<file path="src/rtl/package_settings.sv">
// Shared types, widths and power-up defaults for the trapezoidal filter sequencer.
package package_settings;

    localparam int SIZE_FILTER_DATA = 16;
    localparam int CFG_K_W          = 8;
    localparam int CFG_L_W          = 8;
    localparam int CFG_M_W          = 16;

    localparam logic [CFG_K_W-1:0]                 DEF_K   = 8'd8;
    localparam logic [CFG_L_W-1:0]                 DEF_L   = 8'd4;
    localparam logic [CFG_M_W-1:0]                 DEF_M   = 16'd100;
    localparam logic signed [SIZE_FILTER_DATA-1:0] DEF_THR = 16'sd100;

    typedef enum logic [2:0] {
        ST_IDLE,
        ST_FLUSH,
        ST_SETTLE,
        ST_ARMED,
        ST_ABOVE,
        ST_HOLDOFF
    } state_t;

    // k must be non-zero, the gap may not exceed the rise, and k+l must fit the delay line
    function automatic logic cfg_is_legal(input logic [CFG_K_W-1:0] k,
                                          input logic [CFG_L_W-1:0] l);
        logic [CFG_K_W:0] sum;
        sum = {1'b0, k} + {1'b0, l};
        return (k != '0) && ({1'b0, l} <= {1'b0, k}) && !sum[CFG_K_W];
    endfunction

endpackage

</file>
<file path="src/rtl/filter_event_buf.sv">
// One-entry event holding register with drop accounting for the filter sequencer.
module filter_event_buf
    import package_settings::*;
#(
    parameter int TS_W = 32
) (
    input  logic                               clk,
    input  logic                               reset,
    input  logic                               push,
    input  logic signed [SIZE_FILTER_DATA-1:0] push_peak,
    input  logic [TS_W-1:0]                    push_time,
    input  logic                               ev_ready,
    output logic                               ev_valid,
    output logic signed [SIZE_FILTER_DATA-1:0] ev_peak,
    output logic [TS_W-1:0]                    ev_time,
    output logic [7:0]                         lost_count
);

    logic                               valid_reg;
    logic signed [SIZE_FILTER_DATA-1:0] peak_reg;
    logic [TS_W-1:0]                    time_reg;
    logic [7:0]                         lost_reg;

    always_ff @(posedge clk or negedge reset) begin
        if (!reset) begin
            valid_reg <= 1'b0;
            peak_reg  <= '0;
            time_reg  <= '0;
            lost_reg  <= '0;
        end else if (push) begin
            // A pop in the same cycle frees the slot, so the new event takes it
            if (!valid_reg || ev_ready) begin
                valid_reg <= 1'b1;
                peak_reg  <= push_peak;
                time_reg  <= push_time;
            end else if (lost_reg != 8'hFF) begin
                lost_reg <= lost_reg + 8'd1;
            end
        end else if (ev_ready) begin
            valid_reg <= 1'b0;
        end
    end

    assign ev_valid   = valid_reg;
    assign ev_peak    = peak_reg;
    assign ev_time    = time_reg;
    assign lost_count = lost_reg;

endmodule

</file>
<file path="src/rtl/filter_seq_ctrl.sv">
// Reconfiguration sequencer and threshold-crossing event front-end for the trapezoidal filter.
module filter_seq_ctrl
    import package_settings::*;
#(
    parameter int FLUSH_CYCLES = 4,
    parameter int PIPE_LAT     = 6,
    parameter int HOLDOFF      = 16,
    parameter int TS_W         = 32
) (
    input  logic                               clk,
    input  logic                               reset,
    input  logic                               cfg_valid,
    output logic                               cfg_ready,
    input  logic [CFG_K_W-1:0]                 cfg_k,
    input  logic [CFG_L_W-1:0]                 cfg_l,
    input  logic [CFG_M_W-1:0]                 cfg_m,
    input  logic signed [SIZE_FILTER_DATA-1:0] cfg_thr,
    output logic                               cfg_err,
    output logic                               flt_reset,
    output logic [CFG_K_W-1:0]                 flt_k,
    output logic [CFG_L_W-1:0]                 flt_l,
    output logic [CFG_M_W-1:0]                 flt_m,
    input  logic signed [SIZE_FILTER_DATA-1:0] flt_data,
    output logic                               ev_valid,
    input  logic                               ev_ready,
    output logic signed [SIZE_FILTER_DATA-1:0] ev_peak,
    output logic [TS_W-1:0]                    ev_time,
    output logic                               busy,
    output logic [7:0]                         lost_count
);

    localparam logic [15:0] FLUSH_LOAD = 16'(FLUSH_CYCLES - 1);
    localparam logic [15:0] HOLD_LOAD  = 16'(HOLDOFF - 1);
    localparam logic [15:0] PIPE_LAT_C = 16'(PIPE_LAT);

    state_t                             state_reg, state_next;
    logic [15:0]                        cnt_reg, cnt_next;
    logic [TS_W-1:0]                    ts_reg;
    logic [CFG_K_W-1:0]                 k_reg;
    logic [CFG_L_W-1:0]                 l_reg;
    logic [CFG_M_W-1:0]                 m_reg;
    logic signed [SIZE_FILTER_DATA-1:0] thr_reg;
    logic signed [SIZE_FILTER_DATA-1:0] peak_reg, peak_next;
    logic [TS_W-1:0]                    time_reg, time_next;
    logic                               err_reg;
    logic                               cfg_fire;
    logic                               cfg_load;
    logic                               ev_push;

    assign cfg_ready = (state_reg != ST_FLUSH) && (state_reg != ST_SETTLE);
    assign busy      = !cfg_ready;
    assign flt_reset = (state_reg != ST_IDLE) && (state_reg != ST_FLUSH);
    assign cfg_fire  = cfg_valid && cfg_ready;
    assign cfg_load  = cfg_fire && cfg_is_legal(cfg_k, cfg_l);

    always_ff @(posedge clk or negedge reset) begin
        if (!reset) begin
            state_reg <= ST_IDLE;
            cnt_reg   <= '0;
            ts_reg    <= '0;
            k_reg     <= DEF_K;
            l_reg     <= DEF_L;
            m_reg     <= DEF_M;
            thr_reg   <= DEF_THR;
            peak_reg  <= '0;
            time_reg  <= '0;
            err_reg   <= 1'b0;
        end else begin
            state_reg <= state_next;
            cnt_reg   <= cnt_next;
            ts_reg    <= ts_reg + 1'b1;
            peak_reg  <= peak_next;
            time_reg  <= time_next;
            err_reg   <= cfg_fire && !cfg_load;
            if (cfg_load) begin
                k_reg   <= cfg_k;
                l_reg   <= cfg_l;
                m_reg   <= cfg_m;
                thr_reg <= cfg_thr;
            end
        end
    end

    always_comb begin
        state_next = state_reg;
        cnt_next   = cnt_reg;
        peak_next  = peak_reg;
        time_next  = time_reg;
        ev_push    = 1'b0;
        case (state_reg)
            ST_FLUSH: begin
                if (cnt_reg == '0) begin
                    state_next = ST_SETTLE;
                    cnt_next   = 16'(k_reg) + 16'(l_reg) + PIPE_LAT_C - 16'd1;
                end else begin
                    cnt_next = cnt_reg - 16'd1;
                end
            end
            ST_SETTLE: begin
                if (cnt_reg == '0) state_next = ST_ARMED;
                else               cnt_next   = cnt_reg - 16'd1;
            end
            ST_ARMED: begin
                if (flt_data > thr_reg) begin
                    peak_next  = flt_data;
                    time_next  = ts_reg;
                    state_next = ST_ABOVE;
                end
            end
            ST_ABOVE: begin
                if (flt_data <= thr_reg) begin
                    ev_push    = 1'b1;
                    state_next = ST_HOLDOFF;
                    cnt_next   = HOLD_LOAD;
                end else if (flt_data > peak_reg) begin
                    peak_next = flt_data;
                end
            end
            ST_HOLDOFF: begin
                if (cnt_reg == '0) state_next = ST_ARMED;
                else               cnt_next   = cnt_reg - 16'd1;
            end
            default: ;
        endcase
        // A legal reconfiguration overrides everything, including a pulse in flight
        if (cfg_load) begin
            state_next = ST_FLUSH;
            cnt_next   = FLUSH_LOAD;
            ev_push    = 1'b0;
        end
    end

    filter_event_buf #(
        .TS_W(TS_W)
    ) u_event_buf (
        .clk       (clk),
        .reset     (reset),
        .push      (ev_push),
        .push_peak (peak_reg),
        .push_time (time_reg),
        .ev_ready  (ev_ready),
        .ev_valid  (ev_valid),
        .ev_peak   (ev_peak),
        .ev_time   (ev_time),
        .lost_count(lost_count)
    );

    assign cfg_err = err_reg;
    assign flt_k   = k_reg;
    assign flt_l   = l_reg;
    assign flt_m   = m_reg;

endmodule

</file>
<file path="config.mk">
export PLATFORM = sky130hd
export DESIGN_NAME = filter_seq_ctrl
export DESIGN_NICKNAME = d
export VERILOG_FILES = /design/src/rtl/package_settings.sv /design/src/rtl/filter_event_buf.sv /design/src/rtl/filter_seq_ctrl.sv
export SDC_FILE = /design/constraint.sdc
export NUM_CORES = 1
export LEC_CHECK = 0
export CELL_PAD_IN_SITES_DETAIL_PLACEMENT = 1
export CELL_PAD_IN_SITES_GLOBAL_PLACEMENT = 2
export CORE_UTILIZATION = 35
export DETAILED_ROUTE_END_ITERATION = 16
export PLACE_DENSITY = 0.77
export SLEW_MARGIN = 20
export SYNTH_ARGS = -nofsm -noshare
export SYNTH_HDL_FRONTEND = slang
export SYNTH_SLANG_ARGS = --single-unit
</file>
<file path="constraint.sdc">
create_clock -name clk -period 3.6 [get_ports clk]
set_input_delay 0.36 -clock clk [delete_from_list [all_inputs] [get_ports clk]]
set_output_delay 0.36 -clock clk [all_outputs]
set_load 0.005 [all_outputs]
</file>
==> results.yml <==
job:
  max_cap_violations: 0
hold_path:
  hold_start: "cfg_m[6]"
  hold_class: "input port to flop"
timing:
  share_of_the_cycle_needed_by_the_critical_path_after_routing: 0.834
  final-hold-violation-count: 0
  max_clock_freq_mhz: 333
  pin_slew_with_the_least_headroom_to_its_limit_ns: 0.780
  worst_slew_margin_rel: 0.480
  timing.clock.skew_ns: 0.0200
  rsz_0062_raised_after_global_routing: "false"
  finalWorstPathRequiredPeriod_ns: 3.00
  timing.setup.tns_ns: 0
  slew_violations: 0
  total_of_endpoints_with_negative_setup_slack_in_the_final_report: 0
floorplanning:
  die_extent_in_y_um: 174
  placement_rows: 62
  core_footprint_um2: 28900
  die_area_um2: 30200
  pin_count: 161
  die_width_um: 174
  initial_utilization: 0.358
route:
  route.vias.total: 7556
  drcViolationCount: 0
  antenna_left: 0
  avgViaCountPerCell: 4.99
  drt_pass1_iterations: 4
  initialDrtViolationCount: 314
  wl_per_cell_um: 17.3
  wl_um: 26200
cts:
  clk-insertion-delay-late_ns: 0.52
  clock_tree.root_cell: "sky130_fd_sc_hd__clkbuf_16"
  tritoncts: "done"
  clkSlewWorstSetupHoldPaths_ns: 0.06
  ctsResizeCount: 0
  cts_htree_levels: 1
  cts_buffers: 24
  cts.path.max_buffers: 3
  cts.sink_count: 205
  post-cts-setup-buffer-count: 0
setup_path:
  timing.critical_path.arrival_ns: 3.40
  worstReg2RegStart: "thr_reg[5]$_DFFE_PN1N_"
  cp_max_fo: 48
  crit_path_start: "thr_reg[5]$_DFFE_PN1N_"
  cp.required_ns: 4.00
  critical_path_class: "flop to flop"
  crit_path_start_kind: "flop"
  cp-end-kind: "flop"
global_route:
  grt_pass1_wl_um: 44400
  grt_start_max_net_pins: 97
  grt_pass1_vias: 8367
  grt_overflow: 0
  global_route.usage.total: 0.180
  antenna_found_initial: 0
layout:
  flow.area_growth_from_synthesis_pct: 29.1
  nets: 1248
  sequential_area_um2: 5140
  antenna_cells: 0
  final_layout_size_suffix_gt1_frac: 0.169
  num-fill-cells: 3162
  multiInputGateArea_um2: 4760
logic_synthesis:
  synth_cells: 930
  ys_dominant_reg_cell: "sky130_fd_sc_hd__dfrtp_1"
  synth-seq-area-share: 0.498
  async_flop_share: 1.00
  netlist-cell-type-count: 69
  ys.warnings.count: 0
  synth_enable_flop_cells: 0
  synth.avg_cell_area_um2: 11.1
  syn_area_um2: 10300
  syn-num-nets: 1066
  ys_ff_latch: 205
placed_design:
  gp_routability_congestion: 0.765
  numPortBuffers: 160
  dp_hpwl_um: 19000
power_and_ir_drop:
  post-layout-total-power_mw: 10.0
  total_leakage_power_nw: 6.32
  power-per-cell-area_nw_per_um2: 751
  vdd_drop_max_mv: 0.371
outcome:
  outcome: "finished, final reports clean"
[worst max-delay path, cell delays in order (launching register included)]
cell and delay (ns):
sky130_fd_sc_hd__dfstp_2 0.51, sky130_fd_sc_hd__inv_1 0.06, sky130_fd_sc_hd__ha_1 0.29, sky130_fd_sc_hd__nand4_1 0.15, sky130_fd_sc_hd__a2111o_1 0.47, sky130_fd_sc_hd__a21boi_1 0.39, sky130_fd_sc_hd__nor2_2 0.12, sky130_fd_sc_hd__nand4_1 0.16
sky130_fd_sc_hd__buf_12 0.32, sky130_fd_sc_hd__mux2_2 0.39
[kinds of logic after synthesis]
kind of cell,after synthesis,synth area share
buffers and inverters,96,0.0429
multiplexers,99,0.119
AO/OA/AOI/OAI,136,0.0905
XOR/XNOR,43,0.0365
AND/OR/NAND/NOR,283,0.130
adder cells (fa/ha/maj),68,0.0831
flip-flops,205,0.498
[through the flow]
stage | hold WS, ns | instances | cell area [µm²] | utilization | setup WS, ns
after CTS | 0.321 | 1514 | 13300 | 0.462 | 0.563
after global routing | 0.342 | 1514 | 13300 | 0.462 | 0.430
after detailed placement | 0.454 | 1469 | 12500 | 0.432 | 0.188
after global placement | 0.447 | 1469 | 12500 | 0.432 | 0.254
final | 0.346 | 1514 | 13300 | 0.462 | 0.596
after floorplan | 0.0644 | 930 | 10300 | - | 0.902
[per-layer routing]
layer,up-vias,share of wire,global-route usage
met2,151,0.47,0.303
li1,3609,-,-
met3,27,0.054,0.0382
met1,3769,0.46,0.237
met5,-,0,0
met4,0,0.015,0.0369
[cell usage after synthesis (all sizes together) (2+ instances only)]
cell type	count	area, µm²
nor2	43	176
o22ai	8	50.1
nand2b	4	25.0
nand2	140	533
a21oi	26	145
dfrtp	197	4930
xor2	18	158
mux2	98	1220
o31ai	2	15.0
nand4	23	144
and4	5	43.8
inv	68	255
a2111o	2	22.5
o211ai	8	70.1
nor3	12	70.1
o32ai	5	43.8
a221oi	3	26.3
a21o	9	67.6
ha	67	838
a22oi	14	105
nor2b	7	46.3
a211oi	3	27.5
dfstp	8	210
buf	22	165
o21ai	38	190
and3	7	48.8
a32oi	2	36.3
nand3	24	120
nor4	12	96.3
clkbuf	6	22.5
a21boi	2	15.0
xnor2	25	219
or4	2	15.0
o22a	2	17.5
a31oi	2	12.5
[power breakdown]
part / switching, mW / internal [mW] / total, mW
sequential: 0.430 / 2.94 / 3.37
combinational: 2.04 / 2.05 / 4.09
clock: 0.973 / 1.59 / 2.56
[final timing paths]
path | endpoint | slack (ns) | cells after the start
max in group asynchronous | flt_k[3]$_DFFE_PN1N_ | 2.14 | 3
max reg2reg | u_event_buf.ev_time[28]$_DFFE_PN0P_ | 0.60 | 9
min | flt_m[6]$_DFFE_PN1N_ | 0.35 | 3
min in group asynchronous | time_reg[11]$_DFFE_PN0P_ | 0.49 | 2
min reg2reg | flt_m[2]$_DFFE_PN1N_ | 0.46 | 2
max | u_event_buf.ev_time[28]$_DFFE_PN0P_ | 0.60 | 9
[cell type report]
| cell class | instances | area share |
|---|---|---|
| Sequential cell | 205 | 0.385 |
| Multi-Input combinational cell | 629 | 0.357 |
| Timing Repair Buffer | 184 | 0.139 |
| Clock buffer | 34 | 0.0531 |
| Tap cell | 384 | 0.0360 |
| Inverter | 68 | 0.0191 |
| Clock inverter | 10 | 0.0106 |
[placed cells by master, fill, tap and decap left out, types with 8 or more instances in the layout]
cell type,n
sky130_fd_sc_hd__o21ai_0,37
sky130_fd_sc_hd__a21oi_1,24
sky130_fd_sc_hd__dfrtp_1,197
sky130_fd_sc_hd__o22ai_1,8
sky130_fd_sc_hd__a22oi_1,14
sky130_fd_sc_hd__mux2_2,67
sky130_fd_sc_hd__mux2_4,31
sky130_fd_sc_hd__nor3_1,10
sky130_fd_sc_hd__nor4_1,10
sky130_fd_sc_hd__dfstp_2,8
sky130_fd_sc_hd__inv_1,68
sky130_fd_sc_hd__clkdlybuf4s50_1,159
sky130_fd_sc_hd__ha_1,67
sky130_fd_sc_hd__nor2_1,39
sky130_fd_sc_hd__nand3_1,24
sky130_fd_sc_hd__buf_4,18
sky130_fd_sc_hd__xor2_1,18
sky130_fd_sc_hd__clkbuf_16,24
sky130_fd_sc_hd__a21o_1,9
sky130_fd_sc_hd__xnor2_1,25
sky130_fd_sc_hd__clkbuf_8,8
sky130_fd_sc_hd__nand4_1,23
sky130_fd_sc_hd__nand2_1,139
[timing repair]
action	CTS	global route
endpoints found under the setup margin	0	0
hold buffers	1	0
endpoints found under the hold margin	89	0
Power figures use the tool's default switching activity.
